**config.mk**
```make
export PLATFORM = sky130hd
export DESIGN_NAME = logic_op_identifier
export DESIGN_NICKNAME = d
export VERILOG_FILES = /design/src/rtl/logic_op_identifier.sv
export SDC_FILE = /design/constraint.sdc
export NUM_CORES = 1
export LEC_CHECK = 0
export BUFFER_PORTS_ARGS = -buffer_cell sky130_fd_sc_hd__buf_2
export CAP_MARGIN = 0
export CORE_MARGIN = 2
export CORE_UTILIZATION = 30
export DETAILED_ROUTE_END_ITERATION = 7
export GPL_ROUTABILITY_DRIVEN = 0
export PLACE_DENSITY_LB_ADDON = 0.08
export SETUP_SLACK_MARGIN = 0.4
export SYNTH_ARGS = -nofsm -noshare
export SYNTH_HDL_FRONTEND = slang
export SYNTH_SLANG_ARGS = --single-unit
```
**constraint.sdc**
```tcl
create_clock -name clk -period 1.8 [get_ports clk]
set_input_delay 0.18 -clock clk [delete_from_list [all_inputs] [get_ports clk]]
set_output_delay 0.18 -clock clk [all_outputs]
set_load 0.01 [all_outputs]
```
**src/rtl/logic_op_identifier.sv**
```systemverilog
// Probe for a 2-input selectable logic unit: steps {A,B} through 00..11, samples Y,
// and decodes the captured truth table back into the sel_grp/sel_op code.
module logic_op_identifier #(
   parameter int SETTLE = 1
) (
   input  logic       clk,
   input  logic       rst,
   input  logic       start,
   input  logic       Y,
   output logic       A,
   output logic       B,
   output logic       busy,
   output logic       done,
   output logic       valid,
   output logic       sel_grp,
   output logic       sel_op,
   output logic [3:0] resp
);

   typedef enum logic [1:0] {IDLE, APPLY, CAPTURE, DONE} state_t;

   localparam logic [3:0] SETTLE_LAST = 4'(SETTLE - 1);

   state_t     state_reg;
   logic [1:0] idx_reg;
   logic [3:0] cnt_reg;
   logic [3:0] shadow_reg;

   logic [1:0] idx_next;
   logic [3:0] table_next;
   logic       valid_next;
   logic       grp_next;
   logic       op_next;

   // The final vector's Y is folded in directly so the decode lands on DONE entry.
   always_comb begin
      idx_next   = idx_reg + 2'd1;
      table_next = {Y, shadow_reg[2:0]};
      valid_next = 1'b0;
      grp_next   = 1'b0;
      op_next    = 1'b0;
      case (table_next)
         4'b1000: begin valid_next = 1'b1; grp_next = 1'b1; op_next = 1'b0; end
         4'b0111: begin valid_next = 1'b1; grp_next = 1'b1; op_next = 1'b1; end
         4'b1110: begin valid_next = 1'b1; grp_next = 1'b0; op_next = 1'b0; end
         4'b0001: begin valid_next = 1'b1; grp_next = 1'b0; op_next = 1'b1; end
         default: begin valid_next = 1'b0; grp_next = 1'b0; op_next = 1'b0; end
      endcase
   end

   always_ff @(posedge clk) begin
      if (rst) begin
         state_reg  <= IDLE;
         idx_reg    <= 2'd0;
         cnt_reg    <= 4'd0;
         shadow_reg <= 4'd0;
         A          <= 1'b0;
         B          <= 1'b0;
         busy       <= 1'b0;
         done       <= 1'b0;
         valid      <= 1'b0;
         sel_grp    <= 1'b0;
         sel_op     <= 1'b0;
         resp       <= 4'd0;
      end else begin
         done <= 1'b0;
         case (state_reg)
            IDLE: begin
               if (start) begin
                  idx_reg    <= 2'd0;
                  cnt_reg    <= 4'd0;
                  shadow_reg <= 4'd0;
                  A          <= 1'b0;
                  B          <= 1'b0;
                  busy       <= 1'b1;
                  state_reg  <= APPLY;
               end
            end
            APPLY: begin
               if (cnt_reg == SETTLE_LAST) begin
                  cnt_reg   <= 4'd0;
                  state_reg <= CAPTURE;
               end else begin
                  cnt_reg <= cnt_reg + 4'd1;
               end
            end
            CAPTURE: begin
               shadow_reg[idx_reg] <= Y;
               if (idx_reg == 2'd3) begin
                  A         <= 1'b0;
                  B         <= 1'b0;
                  resp      <= table_next;
                  valid     <= valid_next;
                  sel_grp   <= grp_next;
                  sel_op    <= op_next;
                  done      <= 1'b1;
                  state_reg <= DONE;
               end else begin
                  idx_reg   <= idx_next;
                  A         <= idx_next[1];
                  B         <= idx_next[0];
                  state_reg <= APPLY;
               end
            end
            DONE: begin
               busy      <= 1'b0;
               state_reg <= IDLE;
            end
            default: state_reg <= IDLE;
         endcase
      end
   end

endmodule

```
Yosys cells after proc, flatten, opt, wreduce, memory -nomap -nowiden
Index checks and enable logic that the tools add are counted.
{"block": "op_classes", "mux": 25, "order_cmp": 2, "n_reduce_logical": 16, "div": 0, "n_shift": 0, "eq_ne": 11, "mul": 0, "add_sub_neg": 2, "bitwise_logic": 1}
{"cell": "4-bit case mux with 2 select lines", "count": 2}
{"cell": "2-bit 2-to-1 mux", "count": 5}
{"cell": "2-bit AND reduction", "count": 5}
{"cell": "1-bit 2-to-1 mux", "count": 9}
{"cell": "4-bit == test (second input constant)", "count": 2}
{"cell": "4-bit 2-to-1 mux", "count": 2}
{"cell": "2-bit case mux with 4 select lines", "count": 1}
{"cell": "2-bit == test (second input constant)", "count": 3}
{"cell": "2-bit != test (second input constant)", "count": 3}
{"cell": "1-bit case mux with 2 select lines", "count": 3}
{"cell": "2-bit nonzero test", "count": 3}
{"cell": "2-bit OR reduction", "count": 3}
{"cell": "4-bit by 1-bit adder with 4-bit output (second input constant)", "count": 1}
{"cell": "4-bit bitwise mux", "count": 1}
{"cell": "4-bit by 1-bit == test with 1-bit output (second input constant)", "count": 1}
{"cell": "4-bit by 3-bit == test with 1-bit output (second input constant)", "count": 1}
{"cell": "4-bit zero test", "count": 1}
{"cell": "2-bit case mux with 2 select lines", "count": 1}
{"cell": "4-bit OR reduction", "count": 1}
{"cell": "2-bit by 3-bit less-than comparator with 1-bit output (second input constant)", "count": 1}
{"cell": "3-bit AND reduction", "count": 1}
{"cell": "2-bit by 1-bit adder with 2-bit output (second input constant)", "count": 1}
{"cell": "1-bit demux with 2-bit select", "count": 1}
{"cell": "2-bit by 1-bit == test with 1-bit output (second input constant)", "count": 1}
{"cell": "4 further kinds", "count": 4}
{"block": "word_totals", "inputBits": 4, "ramBits": 0, "regBits": 23, "rom_bits": 0, "output_inout_bits": 11, "mem_count": 0, "latchBits": 0, "elab_cells": 69}

Logic depth before layout (Yosys ltp)
{"block": "logic_depth", "ltp_word": 6, "ltp_mapped": 5, "ltp_nobuf": 5}

Worst setup path after synthesis
Ideal clock, no wire load.
{"block": "synth_timing", "kind": "register to register", "start": "reg idx_reg[0]", "end": "reg idx_reg[0]", "arrival_time_ps": 1293, "path_slack_ps": 438, "n_path_buf": 0, "setup_time_ps": 69, "stages_incl_launch_ff": 5, "t_required_ps": 1731, "synth_period_minus_slack_ps": 1362, "cell_sequence": "dfxtp_1 -> ha_1 -> or3b_4 -> or3_1 -> o21ai_1"}
{"block": "synth_between", "elab_chain_cells": 3, "elab_cells_between_ends": 6, "classes_between": "add/sub: 1; eq/ne: 2; mux: 2; reduce/logical: 1"}
{"item": "start: declaration", "line": "25", "source": "logic [1:0] idx_reg;"}
{"item": "start signal: assignment", "line": "99", "source": "idx_reg <= idx_next;"}
{"item": "2-bit by 1-bit adder with 2-bit output or 2-bit == test (tied branches)", "line": "37, 89"}
{"item": "2-bit 2-to-1 mux or 2-bit != test (tied branches)"}
{"item": "2-bit case mux with 2 select lines or 3-bit AND reduction (tied branches)"}
Several ways; a longest one is shown, not always the timed one. The select of a mux whose other input is x is not followed.
A chain may end at the register's enable or synchronous reset.

Worst setup path in the final report
{"block": "layout_timing", "start": "reg idx_reg[1]", "end": "reg idx_reg[0]"}
{"block": "layout_between", "elab_chain_cells": 3}
{"item": "2-bit == test", "line": "89", "source": "if (idx_reg == 2'd3) begin"}
{"item": "2-bit != test (no line)"}
{"item": "3-bit AND reduction (no line)"}
No other way between the ends.

==> run summary <==
The analysis attributes to cell leakage a power of 0.430 nW. The remaining antenna violation count after routing came out at 0. The synthesized design spends more area on one cell type than any other, namely dfxtp_1. For this run, the post-layout net count is 140. The floorplan has 20 rows. Summing all flip-flop and latch instances after layout gives 450 sq um. The warning count from the yosys run came out at 0. The worst stage delay on the critical path came out at 0.38 ns. The minimum setup slack after placement came out at 0.360 ns. The first-pass GRT wire length came out at 3.42 mm. The detailed-route via count is 804. The largest clock skew in the final design is 0.00772 ns. For this design the top-level I/O count stands at 15. The worst supply voltage drop on vdd came out at 0.272 mV. TritonCTS created 3 clock buffers. The post-synth net total is 124.

In this run, synthesis produced a sequential element count of 22. The clock tree root driver cell is clkbuf_4. The clock latency reported for the late side of the worst-skew pair came out at 0.30 ns.

The total count of max-transition violations in the final report came out at 0. The half-perimeter wire length of the detailed placement result is 1.36 mm. The critical path data arrival time came out at 1.59 ns.

From synthesis to final layout, the design area changed by 16.4%. The post-synth design cell area came out at 0.00100 sq mm. The critical path start-end classification is reg2reg.

The number of endpoints with negative hold slack in the final report came out at 0. The hold slack is 0.165 ns. The sequential element share of the synthesized area is 44.0%. The maximum fanout encountered on the critical timing path is 4. The most used flip-flop cell after synthesis is dfxtp_1. The sum of negative setup slack came out at 0 ns.

The worst setup path is captured at a register. The total wire length after detailed routing is 1.94 mm. Setup repair after global routing could not meet its margin everywhere. For this run, the total global-route usage over all layers was measured as 12.2%.

The tightest min-delay check is of the in2reg type. The cell count after placement is 167. The count of unique library cells instantiated by Yosys came out at 35. The maximum root-to-sink buffer count is 2. The per-cell via count in the routed design is 4.67. The share of the synthesized area in the top cell type came out at 44.0%. The share of the core filled with cells is 37.5%. CTS built an H-tree with a depth of 1. The transition time at the pin with the least slew margin came out at 0.402 ns.

The wire length per cell came out at 11.3 microns. The core region is 0.00310 sq mm. A synthesized cell averages 8.78 sq um. The overall die height is 61.8 microns. The die width came out at 61.8 microns.

The clock slew seen by the registers of the worst setup and hold paths is 0.12 ns. The setup slack of the critical path after layout came out at 0.437 ns. Ranked by instance count, the synthesized netlist is headed by dfxtp_1 (22), nand2_1 (17), a21oi_1 (9). Of the cells placed in the final design, the portion with a size suffix greater than 1 is 21.1%. The post-layout total power came out at 786 uW.

The residual DRC count is 0. Yosys instantiated no cell more often than dfxtp_1. By area the synthesized netlist is led by dfxtp_1 (44%), ha_1 (7.5%), nand2_1 (6.4%). The finished layout holds 172 standard cells, fillers aside. The flow ran to the end, and the final reports show no timing, DRC or antenna violations. Entering global routing, the biggest net connects 23 pins. The via count of the first global-routing pass came out at 727.

The signal on the critical path passes through ha_4, or3b_4, or3_1, o21ai_1. After technology mapping, the gate count stands at 114. The initial DRC count is 51. After synthesis, the share of flip-flops with an asynchronous set or reset is 0%.

The total setup violations reported at the end of the flow is 0. The time the worst path needs with I/O delays and setup came out at 1.36 ns. The count of buffers inserted at the top-level ports came out at 14. In the finished design, the share of the clock period the worst path needs comes to 75.7%.

STA classifies the critical path startpoint as a register. Summing all multi-input logic gate instances after layout gives 522 sq um. The die covers 0.00381 sq mm. The number of enable flip-flop cells after synthesis is 0. The final standard cell area without fillers came out at 0.00116 sq mm.

The global route total overflow came out at 0. The count of TritonRoute iterations in the first routing pass came out at 4. The area after detailed placement is 0.00110 sq mm. The layout has 349 filler cells. Across the run, the number of max-cap violations was 0. Among all stages on the critical path, the largest delay is contributed by dfxtp_4. Measured against its own limit, the worst slew margin works out to 73.2%. The initial core utilization is 32.3%.

Power spread over the standard cell area amounts to 675 mW/mm^2. The total inserted antenna cells is 0. The number of sinks on the clock net is 22.

The required time of the worst setup path is 2.03 ns. The initial antenna violation count came to 0. TritonCTS built the clock tree. Static timing analysis puts the maximum clock frequency at 0.734 GHz.
==> power by group <==
part           total (mW)  leakage, nW  switching [mW]  internal, mW
clock network       0.220       0.0138           0.142        0.0780
logic              0.0609        0.236          0.0335        0.0275
registers           0.505        0.180          0.0122         0.493
==> what timing repair did <==
| action | in CTS | in global routing |
|---|---|---|
| setup buffers | 2 | 0 |
| endpoints found under the setup margin | 1 | 8 |
| hold endpoints to repair | 0 | 0 |
| gates cloned | 0 | 0 |
| hold buffers | 0 | 0 |
| pin swaps | 1 | 1 |
| gates resized for setup | 6 | 2 |
==> cells by family (layout without fill, tap and decap cells) <==
family          after synthesis  count (layout)  share of synthesized area [%]
fa+ha+maj                     6               6                           7.50
compound gates               25              25                           16.9
mux                           1               1                           1.00
flops                        22              22                           44.0
xor+xnor                      2               2                           1.75
buf+inv                      13              27                           5.13
simple gates                 45              45                           23.8
==> final timing paths <==
path	from	to	slack, ns	depth (start not counted)
hold / removal	Y	resp[3]	0.17	3
setup reg to reg	idx_reg[1]	idx_reg[0]	0.44	4
setup / recovery	idx_reg[1]	idx_reg[0]	0.44	4
hold reg to reg	resp[1]	resp[1]	0.46	2
==> layout by cell type (no fill, tap or decap), types with 3 or more instances in the layout <==
| master | instances |
|---|---|
| nand3_1 | 3 |
| inv_1 | 8 |
| ha_1 | 5 |
| nor2_1 | 8 |
| clkbuf_4 | 3 |
| nand2_1 | 17 |
| dfxtp_1 | 18 |
| buf_2 | 14 |
| a21oi_1 | 9 |
| o22ai_1 | 3 |
| nand3b_1 | 4 |
==> critical path, delay by kind of cell, from the launching register on <==
family,cells,cell delay [ns]
flip-flops,1,0.38
adder cells (fa/ha/maj),1,0.16
AO/OA/AOI/OAI,1,0.08
AND/OR/NAND/NOR,2,0.69
==> area by class of cell <==
class / count / share of cell area, %
sequential: 22 / 38.7
multi-input combinational: 79 / 44.8
inverter: 8 / 2.58
tap: 44 / 4.73
clock buffer: 3 / 1.93
timing repair buffer: 16 / 7.30
==> routing by layer <==
metal	up-vias	wire (microns)	part of all wire, %	global-route usage [%]
li1	425	-	-	-
met1	363	978	51	16.4
met2	14	854	44	18.5
met3	2	83	4.3	2.48
met4	0	18	0.93	6.38
met5	-	0	0	0
Note: power is estimated with default switching activity, not from simulation.
